File: config.mk
export PLATFORM = sky130hd
export DESIGN_NAME = uart_tx_scheduler
export DESIGN_NICKNAME = d
export VERILOG_FILES = /design/src/rtl/uart_tx_scheduler.sv
export SDC_FILE = /design/constraint.sdc
export NUM_CORES = 1
export LEC_CHECK = 0
export BUFFER_PORTS_ARGS = -buffer_cell sky130_fd_sc_hd__buf_4
export CAP_MARGIN = 0
export CELL_PAD_IN_SITES_DETAIL_PLACEMENT = 0
export CELL_PAD_IN_SITES_GLOBAL_PLACEMENT = 1
export CORE_ASPECT_RATIO = 0.6
export CORE_MARGIN = 2
export CORE_UTILIZATION = 47
export DETAILED_ROUTE_END_ITERATION = 8
export GPL_ROUTABILITY_DRIVEN = 1
export PLACE_DENSITY = 0.84
export SYNTH_ARGS = -nofsm -noshare
export SYNTH_HDL_FRONTEND = slang
export SYNTH_SLANG_ARGS = --single-unit
export TNS_END_PERCENT = 1
File: constraint.sdc
create_clock -name clk -period 2.6 [get_ports clk]
set_clock_uncertainty 0.2 [all_clocks]
set_input_delay 0.26 -clock clk [delete_from_list [all_inputs] [get_ports clk]]
set_output_delay 0.26 -clock clk [all_outputs]
set_load 0.01 [all_outputs]
File: src/rtl/uart_tx_scheduler.sv
// ---------------------------------------------------------------------------
// uart_tx_scheduler
//
// Purpose:
//   This block buffers the bytes that the CPU stores to the UART MMIO address.
//   It passes them to the uart transmitter one byte at a time. Consecutive
//   write strobes are spaced GAP_CYCLES clocks apart. The transmitter has no
//   busy output, so this fixed spacing is the only thing that stops a byte
//   from overwriting the frame that is still being shifted out.
//
// Parameters:
//   DEPTH       FIFO entries (power of 2, >= 2)
//   GAP_CYCLES  clocks from one uart_wr pulse to the next (>= 2)
//
// Ports:
//   clk       in   system clock
//   rst       in   synchronous active-high reset
//   wr_en     in   CPU store to the UART address, one pulse per byte
//   wr_data   in   byte to transmit
//   full      out  FIFO holds DEPTH entries
//   empty     out  FIFO holds no entries
//   level     out  current entry count
//   overflow  out  sticky flag: a write arrived while full (cleared by rst)
//   busy      out  a frame gap is running, or bytes are still queued
//   uart_wr   out  one-cycle write strobe to the uart module
//   uart_dat  out  byte for the uart module, valid while uart_wr=1
// ---------------------------------------------------------------------------
module uart_tx_scheduler #(
    parameter int DEPTH      = 16,
    parameter int GAP_CYCLES = 8680
) (
    input  logic                       clk,
    input  logic                       rst,
    input  logic                       wr_en,
    input  logic [7:0]                 wr_data,
    output logic                       full,
    output logic                       empty,
    output logic [$clog2(DEPTH):0]     level,
    output logic                       overflow,
    output logic                       busy,
    output logic                       uart_wr,
    output logic [7:0]                 uart_dat
);

    localparam int AW = $clog2(DEPTH);
    localparam int CW = $clog2(GAP_CYCLES);

    // Each launch loads GAP_CYCLES-1. The next launch happens on the edge
    // where the counter already reads zero, so pulses are GAP_CYCLES apart.
    localparam logic [CW-1:0] GAP_LOAD = CW'(GAP_CYCLES - 1);

    typedef enum logic {
        ST_IDLE,
        ST_WAIT
    } state_t;

    // The pointers are one bit wider than the index. The extra MSB tells a
    // full FIFO apart from an empty one when the index bits are equal.
    logic [AW:0]    wr_ptr_q, wr_ptr_d;
    logic [AW:0]    rd_ptr_q, rd_ptr_d;
    state_t         state_q, state_d;
    logic [CW-1:0]  cnt_q, cnt_d;
    logic           uart_wr_q, uart_wr_d;
    logic [7:0]     uart_dat_q, uart_dat_d;
    logic           overflow_q, overflow_d;
    logic [7:0]     mem_q [DEPTH];

    logic           push;
    logic           pop;
    logic [7:0]     head;

    // The status outputs are derived only from the registered pointers.
    assign empty = (wr_ptr_q == rd_ptr_q);
    assign full  = (wr_ptr_q[AW] != rd_ptr_q[AW]) &&
                   (wr_ptr_q[AW-1:0] == rd_ptr_q[AW-1:0]);
    assign level = wr_ptr_q - rd_ptr_q;
    assign head  = mem_q[rd_ptr_q[AW-1:0]];

    assign overflow = overflow_q;
    assign uart_wr  = uart_wr_q;
    assign uart_dat = uart_dat_q;
    assign busy     = (state_q != ST_IDLE) || !empty;

    // A write is accepted only when the FIFO is not full. A pop in the same
    // cycle does not make room for that write, because full comes from the
    // registered pointers.
    assign push = wr_en && !full;

    always_comb begin
        state_d    = state_q;
        cnt_d      = cnt_q;
        uart_wr_d  = 1'b0;
        uart_dat_d = uart_dat_q;
        overflow_d = overflow_q || (wr_en && full);
        pop        = 1'b0;

        case (state_q)
            ST_IDLE: begin
                if (!empty) begin
                    pop        = 1'b1;
                    uart_wr_d  = 1'b1;
                    uart_dat_d = head;
                    cnt_d      = GAP_LOAD;
                    state_d    = ST_WAIT;
                end
            end
            ST_WAIT: begin
                if (cnt_q == '0) begin
                    if (!empty) begin
                        // Launch the next byte on this edge and stay in WAIT
                        // for the next gap.
                        pop        = 1'b1;
                        uart_wr_d  = 1'b1;
                        uart_dat_d = head;
                        cnt_d      = GAP_LOAD;
                    end else begin
                        state_d = ST_IDLE;
                    end
                end else begin
                    cnt_d = cnt_q - 1'b1;
                end
            end
            default: begin
                state_d = ST_IDLE;
            end
        endcase

        wr_ptr_d = push ? (wr_ptr_q + 1'b1) : wr_ptr_q;
        rd_ptr_d = pop  ? (rd_ptr_q + 1'b1) : rd_ptr_q;
    end

    always_ff @(posedge clk) begin
        if (rst) begin
            wr_ptr_q   <= '0;
            rd_ptr_q   <= '0;
            state_q    <= ST_IDLE;
            cnt_q      <= '0;
            uart_wr_q  <= 1'b0;
            uart_dat_q <= 8'h00;
            overflow_q <= 1'b0;
        end else begin
            wr_ptr_q   <= wr_ptr_d;
            rd_ptr_q   <= rd_ptr_d;
            state_q    <= state_d;
            cnt_q      <= cnt_d;
            uart_wr_q  <= uart_wr_d;
            uart_dat_q <= uart_dat_d;
            overflow_q <= overflow_d;
        end
    end

    // The storage array has no reset. Its contents are meaningless until the
    // pointers have moved past an entry.
    always_ff @(posedge clk) begin
        if (push) begin
            mem_q[wr_ptr_q[AW-1:0]] <= wr_data;
        end
    end

endmodule

# Word-level counts from Yosys, hierarchy flattened
# Memories as Yosys holds them, arrays and structs flattened. A register that Yosys moved wholly into a read port is not among the register bits.
# Cells that the tools add are included.
dict set report word_totals {
  n_memories 1
  ramBits 128
  inputBits 11
  ff_bits 35
  output_inout_bits 18
}
# name depth word_bits rd rd_clocked_by_memory_dff wr line
set memory_table {}
lappend memory_table {mem_q 16 8 1 1 1 66} ;# logic [7:0] mem_q [DEPTH];
dict set report op_classes {
  n_reduce_logical 8
  n_bitwise 1
  muxes 15
  n_addsub 4
  n_eq_ne 4
}
# cell n
set ops {}
lappend ops {{2-to-1 mux 14 bit} 2}
lappend ops {{one-hot mux 14 bit (2 select lines)} 1}
lappend ops {{2-to-1 mux 8 bit} 2}
lappend ops {{one-hot mux 8 bit (2 select lines)} 1}
lappend ops {{logical NOT 14 bit} 1}
lappend ops {{subtractor 14 x 1 -> 14 bit, second input constant} 1}
lappend ops {{adder 5 x 1 -> 5 bit, second input constant} 2}
lappend ops {{2-to-1 mux 4 bit} 2}
lappend ops {{== test 5 bit} 1}
lappend ops {{2-to-1 mux 1 bit} 5}
lappend ops {{subtractor 5 bit} 1}
lappend ops {{== test 4 bit} 1}
lappend ops {{one-hot mux 1 bit (2 select lines)} 2}
lappend ops {{logical AND 1 bit} 3}
lappend ops {{logical NOT 1 bit} 2}
lappend ops {{logical OR 1 bit} 2}
lappend ops {{inequality test 2 x 1 -> 1 bit, second input constant} 1}
lappend ops {{inequality test 1 bit} 1}
lappend ops {{NOT 1 bit} 1}

# Depth between registers and ports, before layout
# Gate-level depths: netlist (run 1).
dict set report depth {
  depth_word 6
  ltp_mapped 10
}

# Least setup slack after synthesis (run 1)
# OpenSTA, ideal clock, no wires.
dict set report synth_timing {
  kind {flip-flop to flip-flop}
  start {register wr_ptr_q[0]}
  end {memory mem_q[3][0] (enable)}
  arrival_time_ns 2.099
  period_less_slack_ns 2.682
  path_stages_with_launch 7
  setup_ns 0.383
  setup_slack_ns -0.082
  cell_sequence {dfxtp_1 inv_1 ha_1 and4_1 a21boi_2 nand2_1 nor3_1}
}
dict set report synth_between {
  elab_chain_len 6
}
# item line
set synth_lines {}
lappend synth_lines {{from (decl)} 59} ;# logic [AW:0] wr_ptr_q, wr_ptr_d;
lappend synth_lines {{from (signal assigned)} 142} ;# wr_ptr_q <= wr_ptr_d;
lappend synth_lines {{== test 4 bit} 75} ;# (wr_ptr_q[AW-1:0] == rd_ptr_q[AW-1:0]);
lappend synth_lines {{logical AND 1 bit} 74} ;# assign full = (wr_ptr_q[AW] != rd_ptr_q[AW]) &&
lappend synth_lines {{logical NOT 1 bit} 87} ;# assign push = wr_en && !full;
lappend synth_lines {{logical AND 1 bit} 87}
lappend synth_lines {{2-to-1 mux 1 bit} 155} ;# if (push) begin
lappend synth_lines {{2-to-1 mux 1 bit (implied by the code)} 156} ;# mem_q[wr_ptr_q[AW-1:0]] <= wr_data;
lappend synth_lines {{to (decl)} 66}
# Parallel ways exist; a longest one is shown, timed or not.

# Final worst setup path (run 1)
dict set report layout_timing {
  start {register rd_ptr_q[2]}
  end {output busy}
}
dict set report layout_between {
  elab_chain_len 3
}
# item line
set layout_lines {}
lappend layout_lines {{from (decl)} 60} ;# logic [AW:0] rd_ptr_q, rd_ptr_d;
lappend layout_lines {{from (signal assigned)} 143} ;# rd_ptr_q <= rd_ptr_d;
lappend layout_lines {{== test 5 bit} 73} ;# assign empty = (wr_ptr_q == rd_ptr_q);
lappend layout_lines {{logical NOT 1 bit} --}
lappend layout_lines {{logical OR 1 bit} 82} ;# assign busy = (state_q != ST_IDLE) || !empty;
lappend layout_lines {{to (decl)} 40} ;# output logic busy,
# Every way passes these cells.

==> results of run 1 <==
## placed cells by master (no fill, tap or decap), types with 3 or more instances in the layout
cell type / instances
clkinv_4: 4
clkbuf_16: 17
nand2b_1: 5
a22oi_1: 14
a21oi_1: 18
inv_1: 12
nor3_1: 13
or3_1: 3
nor3b_1: 3
or4_1: 4
nor2_1: 39
xnor2_1: 6
xor2_1: 4
clkinv_1: 3
dlygate4sd3_1: 9
buf_4: 56
a211oi_1: 7
nand3_1: 7
mux4_2: 32
o21ai_0: 3
ha_1: 8
nand2_1: 34
edfxtp_1: 128
dfxtp_1: 36
## kinds of logic (layout without fill, tap and decap cells)
family / after synthesis / after routing / synth area share, %
muxes: 33 / 33 / 10.8
DFF: 167 / 167 / 68.3
and+or+nand+nor: 126 / 126 / 9.21
adders and majority gates: 11 / 11 / 2.14
AOI/OAI and AO/OA: 58 / 58 / 6.01
xor gates and xnor gates: 11 / 11 / 1.53
buffers and inverters: 33 / 111 / 1.98
## area by class of cell
type	count	area, µm²
repair buffers	67	551
well taps	192	240
inverters	13	51.3
flip-flops and latches	167	4630
clock buffers	19	433
fillers	1074	5810
clock inverters	12	130
multi-input cells	239	2030
## worst paths after layout
path,start,endpoint,slack [ns],cells past startpoint
worst max-delay path,rd_ptr_q[2]$_SDFFE_PP0P_,busy,0.06,7
worst max register to register,rd_ptr_q[3]$_SDFFE_PP0P_,mem_q[0][6]$_DFFE_PP_,0.12,7
worst min register to register,uart_dat[1]$_SDFFE_PP0P_,uart_dat[1]$_SDFFE_PP0P_,0.28,2
worst min-delay path,rst,rd_ptr_q[4]$_SDFFE_PP0P_,0.05,2
## power by group
group          internal (mW)  switching [mW]
Clock                   1.41            1.00
Sequential              3.06           0.214
Combinational          0.844            1.00
Total                   5.31            2.22
## metal layers
metal / up-vias / wire length, µm / part of all wire (%) / GRT usage (%)
li1: 1831 / - / - / -
met1: 2030 / 7410 / 50 / 33.1
met2: 162 / 6050 / 41 / 26.4
met3: 15 / 1310 / 8.8 / 5.66
met4: 0 / 167 / 1.1 / 6.29
met5: - / 0 / 0 / 0
## what timing repair did
item	in CTS	in global routing
hold endpoints to repair	129	0
gates resized for setup	1	8
pin swaps	0	0
gates cloned	0	0
setup buffers	0	0
hold buffers	9	0
endpoints found under the setup margin	1	20
## state kept, by name, summed over array words and instances (netlist names), named ones only
register and cells:
overflow 1, mem_q 128, rd_ptr_q 5, uart_wr 1, cnt_q 14, wr_ptr_q 5, state_q 1, uart_dat 8
## worst reg2reg max path: cells and delay by family, from the launching register on
family          cells  cell delay, ns
compound gates      1            0.31
flops               1            0.40
fa+ha+maj           1            0.33
simple gates        3            0.64
buf+inv             2            0.31
## stage by stage
stage | util, % | setup WS [ns] | hold slack [ns]
2_1_floorplan | - | -0.0235 | 0.159
3_5_place_dp | 53.3 | 0.0966 | 0.269
5_1_grt | 58.1 | -0.0106 | 0.0544
4_1_cts | 58.0 | 0.0192 | 0.0364
6_report | 58.1 | 0.0559 | 0.0492
3_3_place_gp | 53.3 | 0.218 | 0.254
==> flow_metrics.env, run 1 <==
export IMPL_htree_levels=4
export IMPL_syn_avg_cell_area_um2=15.4
export IMPL_final_max_slew_viol_count=0
export IMPL_synth_top_area_share_pct=56.8
export IMPL_worst_pin_slew_ns=0.544
export IMPL_drtAntennaViolNets=0
export IMPL_critPathSlowestCell="dfxtp_1"
export IMPL_finalSetupTns_ns=0
export IMPL_setup_viol=0
export IMPL_syn_nets=461
export IMPL_final_nets=527
export IMPL_dp_cells=669
export IMPL_synth_flop_cell="edfxtp_1"
export IMPL_diodes=0
export IMPL_critPathKind="reg -> out"
export IMPL_clock_sinks=167
export IMPL_numCtsBuffers=17
export IMPL_critPathArrivalTime_ns=2.08
export IMPL_async_reset_ff_share_pct=0
export IMPL_path_cells="inv_1 -> ha_2 -> and4_2 -> nand2b_2 -> inv_4 -> nand2_1 -> buf_4"
export IMPL_finalWirelength_mm=14.9
export IMPL_grt_use_total_pct=20.5
export IMPL_post_route_min_period_ns=2.54
export IMPL_cts_root_buf="clkbuf_16"
export IMPL_worst_ep_required_time_ns=2.14
export IMPL_drtIter0Drc=455
export IMPL_grt_ovfl_total=0
export IMPL_slowest_delay_ns=0.39
export IMPL_fin_cells=709
export IMPL_rows=33
export IMPL_viasPerCell=5.70
export IMPL_grt_pass1_vias=3947
export IMPL_syn_to_final_growth_pct=19.1
export IMPL_postSynthCellCount=439
export IMPL_maxCapViolations=0
export IMPL_synth_seq_cells=167
export IMPL_start_kind="flop"
export IMPL_grt_max_degree=37
export IMPL_cts_buffer_depth=2
export IMPL_fp_dieH_um=97.0
export IMPL_cp_top_family="simple AND/OR/NAND/NOR gates"
export IMPL_vias=4038
export IMPL_cts_tree="yes"
export IMPL_path_clk_slew_ns=0.06
export IMPL_hold_viol=0
export IMPL_synth_edf_count=128
export IMPL_dr_pass1_iters=4
export IMPL_leakage_nw=2.74
export IMPL_synthTopCellsByCount="128 x edfxtp_1, 39 x dfxtp_1, 39 x nor2_1, 35 x nand2_1, 32 x mux4_2"
export IMPL_antenna_found_initial=0
export IMPL_grt_pass1_wl_mm=23.1
export IMPL_yosysMostFrequentCell="edfxtp_1"
export IMPL_design_area_um2=8060
export IMPL_gp_congestion=0.893
export IMPL_synthesis_area_um2=6770
export IMPL_io_buffer_count=28
export IMPL_relSlewSlack_pct=63.7
export IMPL_synthTopCellsByArea="edfxtp_1 57%, dfxtp_1 12%, mux4_2 11%"
export IMPL_rsz0062_at_grt="true"
export IMPL_synth_seq_area_share_pct=68.3
export IMPL_placed_area_um2=7390
export IMPL_routedWlPerCell_um=21.1
export IMPL_core_region_area_um2=13900
export IMPL_yosys_area_top_type="edfxtp_1"
export IMPL_cp_max_fo=8
export IMPL_drive_above_1_share_pct=25.9
export IMPL_clock_latency_ns=0.42
export IMPL_status="finished clean"
export IMPL_power_mw=7.53
export IMPL_ys_types=51
export IMPL_die_w_um=159
export IMPL_start_util_pct=48.8
export IMPL_power_density_nw_per_um2=934
export IMPL_critPathBufInv=3
export IMPL_end_kind="output pin"
export IMPL_drc=0
export IMPL_floorplan_die_area_um2=15400
export IMPL_yosysWarnings=0
export IMPL_dp_hpwl_mm=9.85
export IMPL_hp_class="in -> reg"
export IMPL_io_pins=29
export IMPL_fin_crit_sh_pct=97.8
export IMPL_fmax_mhz=393
export IMPL_worst_ir_drop_vdd_mv=0.485
Power figures use the tool's default switching activity.
==> run 2, diff against run 1 <==
- CORE_ASPECT_RATIO: 0.6 -> 2
==> run 2 against run 1 <==
  * Sequential cell count stayed put
  * Via count is 3.0% lower
  * Die area is 0.17% higher
  * First-iteration DRC count is 7.0% lower
  * Clock power is 4% lower
  * Register-to-register slack better by 0.08 ns
  * Clock-buffer cell count is 1 lower
  * Combinational power is 2% lower
  * Non-clock buffer count is 5 lower
  * Critical path type unchanged
==> flow_metrics.env, run 2 (synthesis results as in run 1) <==
export IMPL_rr_startpoint="rd_ptr_q[2]$_SDFFE_PP0P_"
export IMPL_slowest_delay_ns=0.48
export IMPL_rr_worst_depth=7
export IMPL_cp_max_fo=6
export IMPL_start_kind="flop"
export IMPL_crit_path_end="level[4]"
export IMPL_floorplan_die_area_um2=15400
export IMPL_diodes=0
export IMPL_final_nets=522
export IMPL_seq_area_um2=4630
export IMPL_grt_max_degree=37
export IMPL_min_from="rst"
export IMPL_htree_levels=4
export IMPL_dr_pass1_iters=5
export IMPL_relSlewSlack_pct=61.4
export IMPL_wl_met2_mm=7.11
export IMPL_drive_above_1_share_pct=24.8
export IMPL_crit_path_start="wr_ptr_q[1]$_SDFFE_PP0P_"
export IMPL_largest_reg_flops=128
export IMPL_antenna_found_initial=0
export IMPL_postLayoutCoreUtil_pct=56.5
export IMPL_maxCapViolations=0
export IMPL_end_kind="output pin"
export IMPL_final_common_cell="edfxtp_1"
export IMPL_final_max_slew_viol_count=0
export IMPL_grt_use_total_pct=19.2
export IMPL_worst_pin_slew_ns=0.578
export IMPL_gp_congestion=0.814
export IMPL_worst_ir_drop_vdd_mv=0.567
export IMPL_p_clk_share_pct=31.5
export IMPL_start_util_pct=47.7
export IMPL_finalWirelength_mm=13.7
export IMPL_syn_to_final_growth_pct=18.4
export IMPL_io_buffer_count=28
export IMPL_cts_tree="yes"
export IMPL_dr_wl_met3_um=619
export IMPL_critPathSlowestCell="fa_1"
export IMPL_grt_pass1_wl_mm=21.6
export IMPL_fin_crit_sh_pct=95.4
export IMPL_rows=62
export IMPL_numCtsBuffers=17
export IMPL_cts_buffer_depth=2
export IMPL_worst_ep_required_time_ns=2.14
export IMPL_grt_ovfl_total=0
export IMPL_mostFrequentLayoutCells="128 x edfxtp_1, 50 x buf_4, 39 x nor2_1, 38 x dfxtp_1, 35 x nand2_1"
export IMPL_grt_pass1_vias=4010
export IMPL_drc=0
export IMPL_cts_setup_buffers=0
export IMPL_power_frac_seq_pct=44.1
export IMPL_wl_met1_mm=5.68
export IMPL_clock_sinks=167
export IMPL_die_w_um=88.9
export IMPL_path_clk_slew_ns=0.07
export IMPL_clock_latency_ns=0.43
export IMPL_vias=3915
export IMPL_hold_worst_slack_ns=0.0383
export IMPL_leakage_nw=2.71
export IMPL_path_cells="inv_1 -> fa_1 -> inv_1 -> a21o_1 -> a21oi_1 -> xor2_1 -> buf_4"
export IMPL_hp_class="in -> reg"
export IMPL_critPathArrivalTime_ns=2.02
export IMPL_p_sw_share_pct=30.2
export IMPL_drtAntennaViolNets=0
export IMPL_cp_common_cell="inv_1"
export IMPL_p_comb_share_pct=24.4
export IMPL_p_sw_mw=2.23
export IMPL_dp_hpwl_mm=8.77
export IMPL_fmax_mhz=403
export IMPL_fp_dieH_um=174
export IMPL_rsz0062_at_grt="false"
export IMPL_core_region_area_um2=14200
export IMPL_status="finished clean"
export IMPL_critPathKind="reg -> out"
export IMPL_multi_input_comb_area_um2=2020
export IMPL_post_route_min_period_ns=2.48
export IMPL_hold_viol=0
export IMPL_drtIter0Drc=423
export IMPL_reg2reg_slack_ns=0.20
export IMPL_cts_root_buf="clkbuf_16"
export IMPL_topRoutingLayerUsed="met4"
export IMPL_p_int_mw=5.14
export IMPL_routedWlPerCell_um=19.4
export IMPL_nFillCells=1136
export IMPL_power_density_nw_per_um2=919
export IMPL_io_pins=29
export IMPL_setup_viol=0
export IMPL_viasPerCell=5.55
export IMPL_r2r_end="mem_q[15][2]$_DFFE_PP_"
run 2: cell types whose count changed in the layout (fill, tap and decap cells not counted), sizes merged:
cell / previous run / this run
clkinvlp: 1 / 3
buf: 58 / 53
bufinv: 2 / 0
clkbuf: 19 / 18
clkinv: 8 / 6
inv: 14 / 18
run 2: what timing repair did:
item / 4_1_cts / 5_1_grt
setup endpoints to repair: 0 / 50
hold buffers: 9 / 0
hold endpoints to repair: 129 / 0
resized for setup: 0 / 4
run 2: per-stage QoR:
step	instances	power, mW	setup TNS [ns]	setup WS (ns)	cell area [µm²]
after CTS	705	7.39	0	0.0274	8000
after detailed placement	664	5.07	0	0.114	7360
after global placement	664	5.05	0	0.175	7360
after floorplan	439	4.44	-0.547	-0.0235	6770
final	705	7.37	0	0.119	8020
after global routing	705	7.72	0	0.00569	8020
run 2: per-layer routing:
layer / GRT usage, % / vias up
met5: 0 / -
met4: 6.19 / 0
met3: 4.95 / 19
met2: 30.6 / 117
met1: 25.6 / 1968
li1: - / 1811
run 2: how the worst min path moves through the flow:
stage / cells after the start / slack [ns] / end
floorplan: 0 / 0.16 / mem_q[0][0]$_DFFE_PP_
global placement: 2 / 0.24 / uart_dat[4]$_SDFFE_PP0P_
detailed placement: 2 / 0.25 / uart_dat[1]$_SDFFE_PP0P_
CTS: 2 / 0.03 / uart_wr$_SDFF_PP0_
global route: 2 / 0.05 / cnt_q[10]$_SDFF_PP0_
finish: 2 / 0.04 / uart_wr$_SDFF_PP0_
run 2: critical path, delay by kind of cell, from the launching register on:
family	cells	cell delay [ns]
fa+ha+maj	1	0.48
compound gates	2	0.18
xor+xnor	1	0.14
flops	1	0.44
buf+inv	3	0.36
run 2: layout make-up:
type                    count  share of cell area (%)
flip-flops and latches    167                    57.7
multi-input cells         239                    25.3
repair buffers             62                    6.56
clock buffers              18                    5.35
well taps                 192                    3.00
clock inverters            14                    1.48
inverters                  13                   0.640
run 2: power by group through the flow:
stage / sequential, mW / combinational [mW] / clock (mW)
6_report: 3.25 / 1.80 / 2.32
5_1_grt: 3.28 / 1.99 / 2.46
4_1_cts: 3.25 / 1.79 / 2.35
3_5_place_dp: 3.30 / 1.77 / 0
3_3_place_gp: 3.30 / 1.75 / 0
2_1_floorplan: 3.27 / 1.17 / 0
